===== config.mk =====
export PLATFORM = sky130hd
export DESIGN_NAME = cmos_dvp_tx
export DESIGN_NICKNAME = d
export VERILOG_FILES = /design/src/rtl/cmos_dvp_tx.sv
export SDC_FILE = /design/constraint.sdc
export NUM_CORES = 1
export LEC_CHECK = 0
export ABC_AREA = 0
export BUFFER_PORTS_ARGS = -buffer_cell sky130_fd_sc_hd__buf_2
export CORE_MARGIN = 2
export CORE_UTILIZATION = 40
export DETAILED_ROUTE_END_ITERATION = 6
export HOLD_SLACK_MARGIN = 0.05
export MAX_ROUTING_LAYER = met4
export PLACE_DENSITY_LB_ADDON = 0.25
export SYNTH_ARGS = -nofsm -noshare
export SYNTH_HDL_FRONTEND = slang
export SYNTH_SLANG_ARGS = --single-unit

===== constraint.sdc =====
create_clock -name sys_clk -period 7.55 [get_ports sys_clk]
set_input_delay 0.755 -clock sys_clk [delete_from_list [all_inputs] [get_ports sys_clk]]
set_output_delay 0.755 -clock sys_clk [all_outputs]
set_load 0.02 [all_outputs]

===== src/rtl/cmos_dvp_tx.sv =====
// OV5640-style DVP transmitter: turns an RGB565 pixel stream into vsync/href/byte timing.
// Optional colour-bar source is compiled in with `define DVP_TESTPAT_EN. VBP_LINES and VFP_LINES must be >= 1.
module cmos_dvp_tx #(
  parameter int H_PIXEL   = 640,
  parameter int V_PIXEL   = 480,
  parameter int H_BLANK   = 16,
  parameter int VS_LINES  = 2,
  parameter int VBP_LINES = 4,
  parameter int VFP_LINES = 2
) (
  input  logic        sys_clk,
  input  logic        sys_rst,
  input  logic        tx_en,
  input  logic        test_mode,
  input  logic [15:0] pix_data,
  input  logic        pix_valid,
  output logic        pix_ready,
  output logic        cam_vsync,
  output logic        cam_href,
  output logic [7:0]  cam_data,
  output logic        busy,
  output logic [15:0] frame_cnt,
  output logic        underrun
);

  localparam logic [2:0] ST_IDLE   = 3'd0;
  localparam logic [2:0] ST_VSYNC  = 3'd1;
  localparam logic [2:0] ST_VBP    = 3'd2;
  localparam logic [2:0] ST_ACTIVE = 3'd3;
  localparam logic [2:0] ST_VFP    = 3'd4;

  localparam logic [12:0] LINE_LAST = 13'(2 * H_PIXEL + H_BLANK - 1);
  localparam logic [12:0] HREF_LEN  = 13'(2 * H_PIXEL);
  localparam logic [11:0] VS_LAST   = 12'(VS_LINES - 1);
  localparam logic [11:0] VBP_LAST  = 12'(VBP_LINES - 1);
  localparam logic [11:0] ACT_LAST  = 12'(V_PIXEL - 1);
  localparam logic [11:0] VFP_LAST  = 12'(VFP_LINES - 1);

  logic [2:0]  state_r, nxt_state_s, follow_s;
  logic [12:0] h_cnt_r, nxt_h_s;
  logic [11:0] v_cnt_r, nxt_v_s, v_last_s;
  logic        line_end_s, frame_end_s, cur_href_s, nxt_ready_s, tp_s;
  logic [15:0] src_pix_s, frame_cnt_r;
  logic [7:0]  cam_data_r, low_byte_r;
  logic        pix_ready_r, vsync_r, href_r, busy_r, underrun_r;

`ifdef DVP_TESTPAT_EN
  logic tp_r;

  function automatic logic [15:0] bar_colour(input logic [11:0] x);
    int bar;
    bar = (int'(x) * 32'sd8) / H_PIXEL;
    case (bar)
      32'sd0:  bar_colour = 16'hFFFF;
      32'sd1:  bar_colour = 16'hFFE0;
      32'sd2:  bar_colour = 16'h07FF;
      32'sd3:  bar_colour = 16'h07E0;
      32'sd4:  bar_colour = 16'hF81F;
      32'sd5:  bar_colour = 16'hF800;
      32'sd6:  bar_colour = 16'h001F;
      default: bar_colour = 16'h0000;
    endcase
  endfunction

  // Latch the pixel source at each frame start so a frame never mixes sources.
  always_ff @(posedge sys_clk) begin
    if (sys_rst) begin
      tp_r <= 1'b0;
    end else if (nxt_state_s == ST_VSYNC && state_r != ST_VSYNC) begin
      tp_r <= test_mode;
    end else begin
      tp_r <= tp_r;
    end
  end

  assign tp_s = tp_r;

  // Pixel source: colour bars or upstream stream (zero on underrun).
  always_comb begin
    src_pix_s = 16'h0000;
    if (tp_r) begin
      src_pix_s = bar_colour(h_cnt_r[12:1]);
    end else if (pix_valid) begin
      src_pix_s = pix_data;
    end else begin
      src_pix_s = 16'h0000;
    end
  end
`else
  logic unused_test_mode_s;
  assign unused_test_mode_s = test_mode;
  assign tp_s = 1'b0;

  // Pixel source: upstream stream, zero on underrun.
  always_comb begin
    src_pix_s = 16'h0000;
    if (pix_valid) begin
      src_pix_s = pix_data;
    end else begin
      src_pix_s = 16'h0000;
    end
  end
`endif

  // Per-state line count and successor state.
  always_comb begin
    v_last_s = 12'd0;
    follow_s = ST_IDLE;
    case (state_r)
      ST_VSYNC:  begin v_last_s = VS_LAST;  follow_s = ST_VBP;    end
      ST_VBP:    begin v_last_s = VBP_LAST; follow_s = ST_ACTIVE; end
      ST_ACTIVE: begin v_last_s = ACT_LAST; follow_s = ST_VFP;    end
      ST_VFP:    begin v_last_s = VFP_LAST; follow_s = tx_en ? ST_VSYNC : ST_IDLE; end
      default:   begin v_last_s = 12'd0;    follow_s = ST_IDLE;   end
    endcase
  end

  assign line_end_s  = (h_cnt_r == LINE_LAST);
  assign frame_end_s = (state_r == ST_VFP) && line_end_s && (v_cnt_r == v_last_s);
  assign cur_href_s  = (state_r == ST_ACTIVE) && (h_cnt_r < HREF_LEN);

  // Next timing position; outputs are registered from the current position, so they lag it by one cycle.
  always_comb begin
    nxt_state_s = ST_IDLE;
    nxt_h_s     = 13'd0;
    nxt_v_s     = 12'd0;
    case (state_r)
      ST_IDLE: begin
        if (tx_en) begin
          nxt_state_s = ST_VSYNC;
        end else begin
          nxt_state_s = ST_IDLE;
        end
      end
      ST_VSYNC, ST_VBP, ST_ACTIVE, ST_VFP: begin
        if (!line_end_s) begin
          nxt_state_s = state_r;
          nxt_h_s     = h_cnt_r + 13'd1;
          nxt_v_s     = v_cnt_r;
        end else if (v_cnt_r == v_last_s) begin
          nxt_state_s = follow_s;
        end else begin
          nxt_state_s = state_r;
          nxt_v_s     = v_cnt_r + 12'd1;
        end
      end
      default: nxt_state_s = ST_IDLE;
    endcase
  end

  // Ready is raised one cycle ahead, exactly when the next position is a high byte.
  assign nxt_ready_s = (nxt_state_s == ST_ACTIVE) && (nxt_h_s < HREF_LEN) && !nxt_h_s[0] && !tp_s;

  // Timing state and all registered outputs.
  always_ff @(posedge sys_clk) begin
    if (sys_rst) begin
      state_r     <= ST_IDLE;
      h_cnt_r     <= 13'd0;
      v_cnt_r     <= 12'd0;
      busy_r      <= 1'b0;
      vsync_r     <= 1'b0;
      href_r      <= 1'b0;
      pix_ready_r <= 1'b0;
      cam_data_r  <= 8'h00;
      low_byte_r  <= 8'h00;
      frame_cnt_r <= 16'd0;
      underrun_r  <= 1'b0;
    end else begin
      state_r     <= nxt_state_s;
      h_cnt_r     <= nxt_h_s;
      v_cnt_r     <= nxt_v_s;
      busy_r      <= (nxt_state_s != ST_IDLE);
      vsync_r     <= (state_r == ST_VSYNC);
      href_r      <= cur_href_s;
      pix_ready_r <= nxt_ready_s;
      if (frame_end_s) begin
        frame_cnt_r <= frame_cnt_r + 16'd1;
      end else begin
        frame_cnt_r <= frame_cnt_r;
      end
      if (!cur_href_s) begin
        cam_data_r <= 8'h00;
        low_byte_r <= low_byte_r;
      end else if (!h_cnt_r[0]) begin
        cam_data_r <= src_pix_s[15:8];
        low_byte_r <= src_pix_s[7:0];
      end else begin
        cam_data_r <= low_byte_r;
        low_byte_r <= low_byte_r;
      end
      if (pix_ready_r && !pix_valid) begin
        underrun_r <= 1'b1;
      end else begin
        underrun_r <= underrun_r;
      end
    end
  end

  assign pix_ready = pix_ready_r;
  assign cam_vsync = vsync_r;
  assign cam_href  = href_r;
  assign cam_data  = cam_data_r;
  assign busy      = busy_r;
  assign frame_cnt = frame_cnt_r;
  assign underrun  = underrun_r;

endmodule


# Word level (Yosys, flattened, before mapping)
# Index checks and enable logic that the tools add are counted.
totals:
  out_inout_bits: 29
  word_cells: 52
  inputBits: 21
  ff_bits: 65
op_classes:
  bitwise: 3
  n_addsub: 3
  magnitude_cmp: 2
  n_eq_ne: 7
  muxes: 11
  n_reduce_logical: 15
ops:
  columns: ["op", "n"]
  rows:
  - ["case mux 9 bit (3 select lines)", 1]
  - ["< comparator 13 x 11 -> 1 bit (second input constant)", 2]
  - ["2-to-1 mux 13 bit", 2]
  - ["adder 16 x 1 -> 16 bit (second input constant)", 1]
  - ["2-to-1 mux 16 bit", 1]
  - ["adder 13 x 1 -> 13 bit (second input constant)", 1]
  - ["equality test 13 x 11 -> 1 bit (second input constant)", 1]
  - ["adder 12 x 1 -> 12 bit (second input constant)", 1]
  - ["equality test 12 bit", 1]
  - ["2-to-1 mux 12 bit", 1]
  - ["case mux 3 bit (4 select lines)", 1]
  - ["equality test 3 x 2 -> 1 bit (second input constant)", 3]
  - ["2-to-1 mux 8 bit", 1]
  - ["logical AND 1 bit", 6]
  - ["2-to-1 mux 3 bit", 2]
  - ["case mux 3 bit (2 select lines)", 1]
  - ["OR reduction 2 bit", 3]
  - ["OR reduction 4 bit", 1]
  - ["equality test 3 x 1 -> 1 bit (second input constant)", 1]
  - ["equality test 3 bit (second input constant)", 1]
  - ["zero test 3 bit", 1]
  - ["NOT 1 bit", 3]
  - ["nonzero test 3 bit", 1]
  - ["zero test 1 bit", 2]
  - ["2 further kinds", 2]

# Logic depth before layout (Yosys ltp)
logic_depth:
  ltp_word: 10
  depth_mapped: 9
  ltp_nobuf: 7

# Worst setup path before layout
# No wires, ideal clock.
synth_timing:
  path_type: "reg-to-reg"
  startpoint: "reg h_cnt_r[0]"
  endpoint: "reg frame_cnt_r[10] (netlist: frame_cnt[10])"
  stages_incl_launch_ff: 10
  setup_slack_ps: 5155
  setup_time_ps: 123
  path_buffers: 2
  synth_period_minus_slack_ps: 2395
  t_required_ps: 7427
  t_arrival_ps: 2272
  cell_sequence: "dfxtp_1 ha_1 and3_2 and4_1 clkbuf_1 o2111ai_1 nor3_1 buf_2 nand4_1 mux2_1"
synth_via:
  elab_chain_len: 3
synth_rtl:
  columns: ["element", "line", "source"]
  rows:
  - ["from (decl)", "40", "logic [12:0] h_cnt_r, nxt_h_s;"]
  - ["from (signal assigned)", "170", "h_cnt_r <= nxt_h_s;"]
  - ["equality test 13 x 11 -> 1 bit", "118", "assign line_end_s = (h_cnt_r == LINE_LAST);"]
  - ["logical AND 1 bit (2 in a row)", "119", "assign frame_end_s = (state_r == ST_VFP) && line_end_s && (v_cnt_r == v_last_s);"]
  - ["to (signal assigned)", "177", "frame_cnt_r <= frame_cnt_r + 16'd1;"]
  - ["to (signal assigned)", "179", "frame_cnt_r <= frame_cnt_r;"]
  - ["to (decl)", "43", "logic [15:0] src_pix_s, frame_cnt_r;"]
# Every way passes these cells.
# A chain may end at the register's enable or synchronous reset.

# Worst setup path in the final report
layout_timing:
  startpoint: "reg h_cnt_r[0]"
  endpoint: "reg frame_cnt_r[11] (netlist: frame_cnt[11])"
# The elaborated chain is that of the path after synthesis.

==> impl_metrics.toml <==
[outcome]
status = "completed"

[synthesis]
synth.distinct_cells = 56
synth_edf_count = 0
synth-async-reset-ratio_pct = 0
ys_seq_elements = 65
yosys_warnings = 0
syn_area_um2 = 3120
synthTopCellsByArea = "dfxtp_1 42%, nor2_1 7.0%, xnor2_1 5.6%"
synth_ff_type = "dfxtp_1"
synth_fp_nets = 380
syn_inst = 356
synth_top_cell_by_area = "dfxtp_1"
yosysSeqAreaShare_pct = 41.7
synth_top_area_share_pct = 41.7
post_synth.cell_area_avg_um2 = 8.76

[critical_path]
r2r_start = "h_cnt_r[0]"
cp_max_fo = 16
cp.required_ns = 7.82
worst_setup_path_end_kind = "flip-flop"
start_kind = "flip-flop"
cp.arrival_ns = 3.14
worstSetupStartpoint = "h_cnt_r[0]"
r2r_slack_ns = 4.67
worstSetupPathType = "flip-flop to flip-flop"

[floorplanning]
dieHeight_um = 92.3
fp.dieArea_um2 = 8520
io_pins = 50
core_area_um2 = 7650
fp.dieW_um = 92.3
start_util_pct = 40.8
rows = 32

[placement]
place.gp.congestion = 0.815
io_buffers = 48
placed_area_um2 = 3370
dp_hpwl_um = 4550

[cells_and_area]
fill_cells = 755
final_cell_mix = "65 x dfxtp_1, 58 x nor2_1, 48 x buf_2"
diodes = 0
synthToLayoutAreaGrowth_pct = 14.6
num-nets-final = 421
final_common_cell = "dfxtp_1"
multi_input_area_um2 = 1670
drive_gt1_share_pct = 21.4
final_cell_area_um2 = 3580
seqCellArea_um2 = 1300

[clock_tree]
cts_setup_buffers = 0
cts-root-buf = "clkbuf_8"
clk_pin_slew_ns = 0.08
insertion_delay_ns = 0.34
cts.sinks = 65
cts_htree_levels = 3
cts-hold-fix-buffers = 0
cts_tree = "done"
numCtsBuffers = 9
cts.repair.resized = 0
clockBufferDepth = 2

[sta]
final-setup-viol-count = 0
finClkSkew_ns = 0.0108
fin_crit_sh_pct = 38.1
layout_min_cycle_time_ns = 2.88
slew_headroom_pct = 53.1
tns_ns = 0
maxSlewViolCount = 0
hold_viol = 0
rsz0062_at_grt = "no"
fmax_mhz = 348
tightest_slew_ns = 0.704

[drt]
ant_nets = 0
first_iter_violations = 133
drc = 0
avgRoutedWirePerCell_um = 12.8
routed_wl_um = 6470
top_layer_used = "met4"
route.met3.wl_um = 251
routed-wl-met2_um = 2830
wl_met1_um = 3260
viasPerCell = 5.17
vias = 2607
first_pass_iters = 4

[global_routing]
antenna_found_initial = 0
grtUsageTotal_pct = 16.6
grt-ovfl-total = 0
grt_max_degree = 42
first_global_vias = 2461
grt_first_pass_wirelength_um = 11200

[pwr]
ir_worst_vdd_mv = 0.0680
p_per_area_nw_per_um2 = 187
p_leak_nw = 1.34

[job]
cap_violations = 0

[worst_hold_path]
hold_class = "flip-flop to flip-flop"
min_from = "low_byte_r[7]"
-- registers in the layout, indices dropped and copies added (netlist names) --
register    count
pix_ready       1
h_cnt_r        13
cam_href        1
frame_cnt      16
busy            1
v_cnt_r        12
low_byte_r      8
cam_data        8
cam_vsync       1
state_r         3
underrun        1
-- final timing paths --
check | endpoint | cells past startpoint
hold reg to reg | low_byte_r[7] | 2
setup reg to reg | frame_cnt[11] | 6
setup / recovery | frame_cnt[11] | 6
hold / removal | low_byte_r[7] | 2
-- layout make-up --
class,instances,area share [%]
Timing Repair Buffer,49,6.93
Multi-Input combinational cell,265,46.7
Sequential cell,65,36.4
Tap cell,102,3.57
Clock buffer,9,3.46
Inverter,7,0.735
Clock inverter,7,2.24
-- metal layers --
layer,up-vias,global-route usage (%)
met2,48,25.4
met4,0,8.46
li1,1342,-
met3,10,3.82
met5,-,-
met1,1207,20.7
-- worst max-delay path: stages, from the launching register on --
cell and delay [ns]:
dfxtp_1 0.68, ha_1 0.30, and3_2 0.25, nand4_1 0.33
or3_4 0.57, or4_1 0.52, a21oi_1 0.14
-- through the flow --
step                      utilization (%)  power, W  worst slack, ns  hold WS, ns  std cells
after detailed placement             44.1  0.000380             4.68        0.445        488
after global routing                 46.8  0.000698             4.39        0.478        504
after global placement               44.1  0.000379             4.69        0.440        488
after CTS                            46.8  0.000679             4.64        0.456        504
after floorplan                         -  0.000372             5.15        0.430        356
final                                46.8  0.000669             4.67        0.454        504
-- synthesized netlist by cell type (3+ instances only) --
cell,instances
or2_2,3
ha_1,3
inv_1,7
buf_2,3
xnor2_1,20
nand2_1,25
nand3b_1,4
a31oi_1,3
nand4_1,14
xor2_1,6
nor2b_1,8
nor2_1,58
a21oi_1,20
clkbuf_1,9
nand2b_1,4
dfxtp_1,65
o31ai_1,3
a22oi_1,8
mux2_1,4
mux2_2,4
buf_6,4
nand3_1,16
nor3_1,8
nor4_1,7
and3_1,8
-- report_power, final --
group | switching (W) | internal [W]
clock | 0.000142 | 0.000155
combinational | 0.0000150 | 0.00000951
sequential | 0.00000274 | 0.000344
-- kinds of logic (layout without fill, tap and decap cells) --
group	Yosys count	after routing	share of synthesized area [%]
fa+ha+maj	3	3	1.20
buf+inv	26	72	4.77
compound gates	48	48	10.9
mux	10	10	3.53
flops	65	65	41.7
simple gates	178	178	30.6
xor+xnor	26	26	7.30
Note: power is estimated with default switching activity, not from simulation.
